==> src/rtl/bcd_timer_pkg.sv <==
// bcd_timer_pkg: shared types and constants for the BCD timer controller.
//   state_e     - controller state (idle / run / pause / done)
//   bcd_digit_t - one BCD digit
//   bcd_sat()   - clamps an out-of-range nibble to 9
package bcd_timer_pkg;

  typedef enum logic [1:0] {
    StIdle,
    StRun,
    StPause,
    StDone
  } state_e;

  typedef logic [3:0] bcd_digit_t;

  localparam bcd_digit_t BCD_MAX  = 4'd9;
  localparam bcd_digit_t BCD_ZERO = 4'd0;

  function automatic bcd_digit_t bcd_sat(input bcd_digit_t v);
    return (v > BCD_MAX) ? BCD_MAX : v;
  endfunction

endpackage

==> src/rtl/bcd_timer_ctrl_if.sv <==
// bcd_timer_ctrl_if: command / status bundle between button logic and the timer.
//   master: drives start, stop, clear, load, up, preset; observes digits, running, done, wrap
//   slave : the timer controller side
interface bcd_timer_ctrl_if #(
  parameter int unsigned DIGITS = 4
);
  logic                  start;
  logic                  stop;
  logic                  clear;
  logic                  load;
  logic                  up;
  logic [4*DIGITS-1:0]   preset;
  logic [4*DIGITS-1:0]   digits;
  logic                  running;
  logic                  done;
  logic                  wrap;

  modport master (
    output start, stop, clear, load, up, preset,
    input  digits, running, done, wrap
  );

  modport slave (
    input  start, stop, clear, load, up, preset,
    output digits, running, done, wrap
  );
endinterface

==> src/rtl/bcd_digit_cell.sv <==
// bcd_digit_cell: one registered BCD digit with up/down step, load and clear.
//   clk, rst_n  : clock, synchronous active-low reset
//   inc, dec    : step enables (inc has priority if both are set)
//   ld, ld_val  : load ld_val (clamped to 9)
//   clr         : zero the digit (highest priority)
//   value       : current digit
//   carry       : inc while at 9, feeds the next digit's inc
//   borrow      : dec while at 0, feeds the next digit's dec
module bcd_digit_cell
  import bcd_timer_pkg::*;
(
  input  logic       clk,
  input  logic       rst_n,
  input  logic       inc,
  input  logic       dec,
  input  logic       ld,
  input  bcd_digit_t ld_val,
  input  logic       clr,
  output bcd_digit_t value,
  output logic       carry,
  output logic       borrow
);

  bcd_digit_t value_q;

  always_ff @(posedge clk) begin
    if (!rst_n) begin
      value_q <= BCD_ZERO;
    end else if (clr) begin
      value_q <= BCD_ZERO;
    end else if (ld) begin
      value_q <= bcd_sat(ld_val);
    end else if (inc) begin
      value_q <= (value_q >= BCD_MAX) ? BCD_ZERO : value_q + 4'd1;
    end else if (dec) begin
      value_q <= (value_q == BCD_ZERO) ? BCD_MAX : value_q - 4'd1;
    end
  end

  assign value  = value_q;
  assign carry  = inc & (value_q == BCD_MAX);
  assign borrow = dec & (value_q == BCD_ZERO);

endmodule

==> src/rtl/bcd_timer_ctrl.sv <==
// bcd_timer_ctrl: N-digit BCD timer/stopwatch sequencer.
//   clk, rst_n : clock, synchronous active-low reset
//   bus        : bcd_timer_ctrl_if.slave (commands in, digits/running/done/wrap out)
// Parameters: DIGITS (1..8), PRESCALE (>=2 clk cycles per count tick).
// Build option: define AUTO_RELOAD_EN to reload the last loaded preset when a
// countdown reaches zero instead of stopping in the done state.
module bcd_timer_ctrl
  import bcd_timer_pkg::*;
#(
  parameter int unsigned DIGITS   = 4,
  parameter int unsigned PRESCALE = 100
) (
  input  logic             clk,
  input  logic             rst_n,
  bcd_timer_ctrl_if.slave  bus
);

  localparam int unsigned W  = 4 * DIGITS;
  localparam int unsigned PW = $clog2(PRESCALE);
  localparam logic [PW-1:0] PrescLast = PW'(PRESCALE - 1);

  state_e        state_q, state_d;
  logic [PW-1:0] presc_q, presc_d;
  logic          running_q, done_q, done_d, wrap_q, wrap_d;

  logic          inc_en, dec_en, ld_en, clr_en;
  logic [W-1:0]  ld_vals, value_bus;
  logic [DIGITS-1:0] inc_in, dec_in, carry, borrow, nine_vec;
  logic          tick, all_zero, at_one, all_nine;

`ifdef AUTO_RELOAD_EN
  logic [W-1:0]  shadow_q, shadow_d, preset_sat;
`endif

  for (genvar k = 0; k < DIGITS; k++) begin : g_digit
    bcd_digit_t cell_value;

    if (k == 0) begin : g_lsd
      assign inc_in[k] = inc_en;
      assign dec_in[k] = dec_en;
    end else begin : g_chain
      assign inc_in[k] = carry[k-1];
      assign dec_in[k] = borrow[k-1];
    end

    bcd_digit_cell u_cell (
      .clk    (clk),
      .rst_n  (rst_n),
      .inc    (inc_in[k]),
      .dec    (dec_in[k]),
      .ld     (ld_en),
      .ld_val (ld_vals[4*k +: 4]),
      .clr    (clr_en),
      .value  (cell_value),
      .carry  (carry[k]),
      .borrow (borrow[k])
    );

    assign value_bus[4*k +: 4] = cell_value;
    assign nine_vec[k]         = (cell_value == BCD_MAX);
`ifdef AUTO_RELOAD_EN
    assign preset_sat[4*k +: 4] = bcd_sat(bus.preset[4*k +: 4]);
`endif
  end

  // The chain end only matters for detecting all-9s / all-0s, which is done
  // directly on the digit values to keep the next-state logic loop-free.
  logic unused_chain;
  assign unused_chain = carry[DIGITS-1] ^ borrow[DIGITS-1];

  assign tick     = (state_q == StRun) && (presc_q == PrescLast);
  assign all_zero = (value_bus == '0);
  assign at_one   = (value_bus == W'(1));
  assign all_nine = &nine_vec;

  always_comb begin
    state_d = state_q;
    presc_d = presc_q;
    done_d  = 1'b0;
    wrap_d  = 1'b0;
    inc_en  = 1'b0;
    dec_en  = 1'b0;
    ld_en   = 1'b0;
    clr_en  = 1'b0;
    ld_vals = bus.preset;
`ifdef AUTO_RELOAD_EN
    shadow_d = shadow_q;
`endif
    if (bus.clear) begin
      clr_en  = 1'b1;
      state_d = StIdle;
      presc_d = '0;
`ifdef AUTO_RELOAD_EN
      shadow_d = '0;
`endif
    end else if (bus.load) begin
      ld_en   = 1'b1;
      state_d = StIdle;
      presc_d = '0;
`ifdef AUTO_RELOAD_EN
      shadow_d = preset_sat;
`endif
    end else if (bus.stop) begin
      // Stop outranks start even when it is ignored; prescaler is held.
      if (state_q == StRun) state_d = StPause;
    end else if (bus.start && (state_q != StRun)) begin
      if (state_q != StDone) state_d = StRun;
    end else if (state_q == StRun) begin
      if (!tick) begin
        presc_d = presc_q + 1'b1;
      end else begin
        presc_d = '0;
        if (bus.up) begin
          inc_en = 1'b1;
          wrap_d = all_nine;
        end else if (all_zero || at_one) begin
          done_d = 1'b1;
`ifdef AUTO_RELOAD_EN
          ld_en   = 1'b1;
          ld_vals = shadow_q;
`else
          state_d = StDone;
          dec_en  = ~all_zero;
`endif
        end else begin
          dec_en = 1'b1;
        end
      end
    end
  end

  always_ff @(posedge clk) begin
    if (!rst_n) begin
      state_q   <= StIdle;
      presc_q   <= '0;
      running_q <= 1'b0;
      done_q    <= 1'b0;
      wrap_q    <= 1'b0;
`ifdef AUTO_RELOAD_EN
      shadow_q  <= '0;
`endif
    end else begin
      state_q   <= state_d;
      presc_q   <= presc_d;
      running_q <= (state_d == StRun);
      done_q    <= done_d;
      wrap_q    <= wrap_d;
`ifdef AUTO_RELOAD_EN
      shadow_q  <= shadow_d;
`endif
    end
  end

  assign bus.digits  = value_bus;
  assign bus.running = running_q;
  assign bus.done    = done_q;
  assign bus.wrap    = wrap_q;

endmodule

==> src/flat_wrapper.sv <==
// flat-port wrapper written by rule: the top's interface ports become plain ports
module bcd_timer_ctrl_flat import bcd_timer_pkg::*;
#(
  parameter int unsigned DIGITS   = 4,
  parameter int unsigned PRESCALE = 100
)
  (clk, rst_n, bus_start, bus_stop, bus_clear, bus_load, bus_up, bus_preset, bus_digits, bus_running, bus_done, bus_wrap);
  bcd_timer_ctrl_if #(.DIGITS(DIGITS)) bus_i ();
  input  logic clk;
  input  logic rst_n;
  input wire logic [$bits(bus_i.start)-1:0] bus_start;
  input wire logic [$bits(bus_i.stop)-1:0] bus_stop;
  input wire logic [$bits(bus_i.clear)-1:0] bus_clear;
  input wire logic [$bits(bus_i.load)-1:0] bus_load;
  input wire logic [$bits(bus_i.up)-1:0] bus_up;
  input wire logic [$bits(bus_i.preset)-1:0] bus_preset;
  output wire logic [$bits(bus_i.digits)-1:0] bus_digits;
  output wire logic [$bits(bus_i.running)-1:0] bus_running;
  output wire logic [$bits(bus_i.done)-1:0] bus_done;
  output wire logic [$bits(bus_i.wrap)-1:0] bus_wrap;
  assign bus_i.start = bus_start;
  assign bus_i.stop = bus_stop;
  assign bus_i.clear = bus_clear;
  assign bus_i.load = bus_load;
  assign bus_i.up = bus_up;
  assign bus_i.preset = bus_preset;
  assign bus_digits = bus_i.digits;
  assign bus_running = bus_i.running;
  assign bus_done = bus_i.done;
  assign bus_wrap = bus_i.wrap;
  bcd_timer_ctrl #(.DIGITS(DIGITS), .PRESCALE(PRESCALE)) u_core (.clk(clk), .rst_n(rst_n), .bus(bus_i));
endmodule
==> config.mk <==
export PLATFORM = sky130hd
export DESIGN_NAME = bcd_timer_ctrl_flat
export DESIGN_NICKNAME = d
export VERILOG_FILES = /design/src/rtl/bcd_timer_pkg.sv /design/src/rtl/bcd_timer_ctrl_if.sv /design/src/rtl/bcd_digit_cell.sv /design/src/rtl/bcd_timer_ctrl.sv /design/src/flat_wrapper.sv
export SDC_FILE = /design/constraint.sdc
export NUM_CORES = 1
export LEC_CHECK = 0
export BUFFER_PORTS_ARGS = -buffer_cell sky130_fd_sc_hd__buf_2
export CORE_MARGIN = 2
export CORE_UTILIZATION = 40
export DETAILED_ROUTE_END_ITERATION = 10
export GPL_ROUTABILITY_DRIVEN = 0
export PLACE_DENSITY = 0.69
export SETUP_SLACK_MARGIN = 0.02
export SYNTH_ARGS = -nofsm -noshare
export SYNTH_HDL_FRONTEND = slang
export SYNTH_SLANG_ARGS = --single-unit
==> constraint.sdc <==
create_clock -name clk -period 2 [get_ports clk]
set_input_delay 0.1 -clock clk [delete_from_list [all_inputs] [get_ports clk]]
set_output_delay 0.1 -clock clk [all_outputs]
set_load 0.05 [all_outputs]
==> out/results.txt <==
The critical path contains buffers and inverters numbering 2 combined. The area growth from synthesis to final layout is 40.4%, and the post-CTS clock slew at the launch and capture registers of the worst setup and hold paths is 0.10 ns. The initial utilization of the core area, before any placement, comes to 41.6%. The global routing's busiest layer was met2. Entering global routing, the biggest net connects 31 pins. Library cell with the highest instance count after synthesis: dfxtp_1. The count of endpoints failing hold in the final timing report was 0.

The fraction of final layout cells sized beyond drive strength 1 was 40.9%. Across the VDD grid, the largest voltage drop is 0.330 mV. Number of inserted filler cells in the final layout: 501.

The number of buffers inserted by port buffering was 41. After clock tree synthesis, the flow added hold-fix buffers numbering 0. Clock latency on the worst-skew pair, taken at its later pin, is 0.28 ns. Most instantiated flip-flop cell in the synthesis netlist: dfxtp_1.

The wire length of the first global-routing pass was 11100 um. In this run the tightest slew margin relative to its limit is 77.2%. Registers take 608 sq um. First element of the critical path: u_core.state_q[1]$_SDFF_PN0_. STA puts the critical path data required time at 2.22 ns. The tools report the met1 global-route usage as 27.8%. By count the netlist is led by 28 x dfxtp_1, 27 x nor2_1, 24 x nand2_1, 23 x a21oi_1, 20 x o21ai_0. The synthesized area per cell was 7.58 sq um. Of the available clock period, the critical path in the final layout requires 97.7%. Path category of the worst min-delay check: in -> reg. Global routing used 21.3% of the available tracks.

The worst setup path is captured at a register. The maximum net fanout on the critical path came out at 5. For this block, the routed nets add up to 6790 um of wire. The logs give 6340 sq um for the area of the die and 200 for the number of DRC markers in iteration 0. Setup violations remaining at the end of the flow were counted as 0. The worst endpoint data arrival time was 2.18 ns; the area share of the largest cell type after synthesis was 24.5%. Among the stages of the critical path, the cell type that occurs most often is buf_4. TritonCTS built the clock tree. In this run the core area contains 27 standard-cell rows. The mapped netlist covers 2290 sq um. At the pin with the least slew margin, the transition time is 0.342 ns. In this run the static leakage power is 1.33 nW.

The run gives 28 as the number of clock sinks seen by CTS. The count of cells in the finished layout, fillers not included, comes to 458. The synthesized design contains 0 enable-type register cells. The run gives 444 as the total instance count after detailed placement. The slowest cell on the critical path is dfxtp_2. Number of synthesized register bits: 28.

The startpoint identified for the worst hold timing path is bus_load. The count of yosys warnings during synthesis was 0; the count of TritonRoute iterations in the first routing pass was 4. In this run the standard cell core region covers 5510 sq um. The run finished with clean final reports. The remaining design rule violation count was 0. The global routing met3 resource utilization is 2.49%, and the worst clock skew is 0.00433 ns. The smallest clock period supported by the final layout is computed as 1.95 ns.

The via count of the first global-routing pass was 2448; the detailed placement HPWL was 4900 um. The tool flagged a number of max-cap violations equal to 0. The number of nets in the synthesized netlist is 338.

The run gives 0 as the max-slew violation count. The number of top-level pins is 42, and the number of diodes added for antenna fixing is 0. Sequential cells were found to cover 24.5% of the synthesized design area.

The multi-input combinational cells in the finished layout cover a total of 1760 sq um. Dividing the detail-routed via count by the number of cells gives 5.66. The layout net count is 423, and the remaining antenna violation count is 0. Dividing total power by cell area gives a power density of 415 nW/um^2. Of all flip-flops after synthesis, the portion carrying an async set or reset was 0%.

STA classifies the critical path startpoint as a register. The number of different library cells in the post-synthesis netlist was 58; the maximum level of the CTS H-tree was 1. The total design power is 1.33 mW, and the peak clock frequency supported by timing is 512 MHz. The largest single stage delay on the critical path is 0.35 ns. Global routing finished with a remaining overflow of 0.

Traced cell by cell, the critical path runs through nor3b_4 -> nand2_2 -> buf_4 -> or3_4 -> buf_4 -> mux2i_1 -> a211o_1 -> a21oi_1. The run gives 3 as the number of buffers added by the clock tree synthesis step. The die is 79.6 um wide.

dfxtp_1 takes more of the synthesized area than any other cell. Setup repair after global routing could not meet its margin everywhere. By area the synthesized netlist is led by dfxtp_1 24%, ha_1 7.1%, a21oi_1 5.0%. The tools report the reg-to-reg critical path startpoint as u_core.state_q[1]$_SDFF_PN0_. The clock passes through at most 2 buffers. Clock root buffer: clkbuf_8. In the synthesized netlist, the number of instances is 302.

For the number of antenna violations at the first check in global routing, the log shows 0. Cell family contributing the most delay on the critical path: simple AND/OR/NAND/NOR gates. The mean routed wirelength per cell is 14.8 um, and the global-route met2 utilization is 37.1%. The vertical die dimension came out at 79.6 um.

By startpoint and endpoint, the worst setup path is classified as reg -> reg. The vias after detailed routing came out at 2592.
[worst min-delay path, cell delays in order]
cell and delay, ns:
buf_2 0.09, buf_4 0.13, nor3_1 0.06
[placed cells by master, fill, tap and decap left out, types with 4 or more instances in the layout]
| master | n |
|---|---|
| a21oi_1 | 20 |
| a31oi_1 | 5 |
| buf_2 | 41 |
| buf_4 | 52 |
| dfxtp_1 | 8 |
| dfxtp_2 | 11 |
| dfxtp_4 | 9 |
| ha_1 | 8 |
| ha_4 | 4 |
| inv_1 | 12 |
| mux2i_1 | 8 |
| nand2_1 | 24 |
| nand2b_1 | 8 |
| nand3_1 | 7 |
| nand3b_1 | 4 |
| nand4_1 | 4 |
| nor2_1 | 25 |
| nor2b_1 | 5 |
| nor3_1 | 5 |
| nor3b_1 | 9 |
| o211ai_1 | 5 |
| o21ai_0 | 18 |
| o22ai_1 | 6 |
| o31ai_1 | 4 |
[layer usage]
layer | up-vias | part of all wire (%)
li1 | 1281 | -
met1 | 1237 | 46
met2 | 65 | 49
met3 | 9 | 4.5
met4 | 0 | 1.1
met5 | - | 0
[power by group]
group | internal, mW | total (mW) | leakage, nW | switching (mW)
clock | 0.219 | 0.414 | 0.0339 | 0.196
combinational | 0.146 | 0.347 | 1.06 | 0.200
sequential | 0.560 | 0.574 | 0.239 | 0.0136
total | 0.925 | 1.33 | 1.33 | 0.410
[final cells by class]
class / instances / share of cell area (%)
repair buffers: 96 / 19.6
flip-flops and latches: 28 / 18.9
multi-input cells: 242 / 54.7
clock buffers: 4 / 2.06
inverters: 16 / 1.95
well taps: 72 / 2.80
[stage by stage]
| step | setup WS, ns | hold WS [ns] | utilization [%] | TNS (ns) | cell area (sq um) |
|---|---|---|---|---|---|
| after detailed placement | -0.0431 | 0.430 | 53.4 | -0.0997 | 2940 |
| after floorplan | -0.0170 | 0.179 | - | -0.0170 | 2400 |
| after global routing | -0.0238 | 0.140 | 58.4 | -0.0947 | 3210 |
| final | 0.0466 | 0.122 | 58.4 | 0 | 3210 |
| after CTS | 0.0223 | 0.118 | 55.8 | 0 | 3070 |
| after global placement | 0.0317 | 0.418 | 53.4 | 0 | 2940 |
[path summary, 6_finish.rpt]
path                                                     to  slack (ns)  cells past startpoint
max          u_core.g_digit[1].u_cell.value[3]$_SDFFE_PP0P_        0.05                      8
max reg2reg  u_core.g_digit[1].u_cell.value[3]$_SDFFE_PP0P_        0.05                      8
min                          u_core.presc_q[0]$_SDFFE_PP0P_        0.12                      3
min reg2reg  u_core.g_digit[2].u_cell.value[2]$_SDFFE_PP0P_        0.54                      2
[registers in the layout, summed over array words and instances (netlist names)]
signal,cells
u_core.g_digit.u_cell.value,16
u_core.bus.wrap,1
u_core.state_q,2
u_core.bus.done,1
u_core.bus.running,1
u_core.presc_q,7
[cells by family (layout without fill, tap and decap cells)]
logic type / Yosys count / count (layout) / synth area share (%)
flip-flops: 28 / 28 / 24.5
XOR/XNOR: 6 / 6 / 2.30
AO/OA/AOI/OAI: 96 / 96 / 27.8
buffers and inverters: 32 / 116 / 5.69
adder cells (fa/ha/maj): 13 / 13 / 7.11
multiplexers: 8 / 8 / 3.50
AND/OR/NAND/NOR: 119 / 119 / 29.1
[repair_timing]
item,CTS,global route
pin swaps,6,20
endpoints found under the setup margin,15,16
gates cloned,1,0
gates resized for setup,13,25
buffers inserted,3,6
Power figures use the tool's default switching activity.
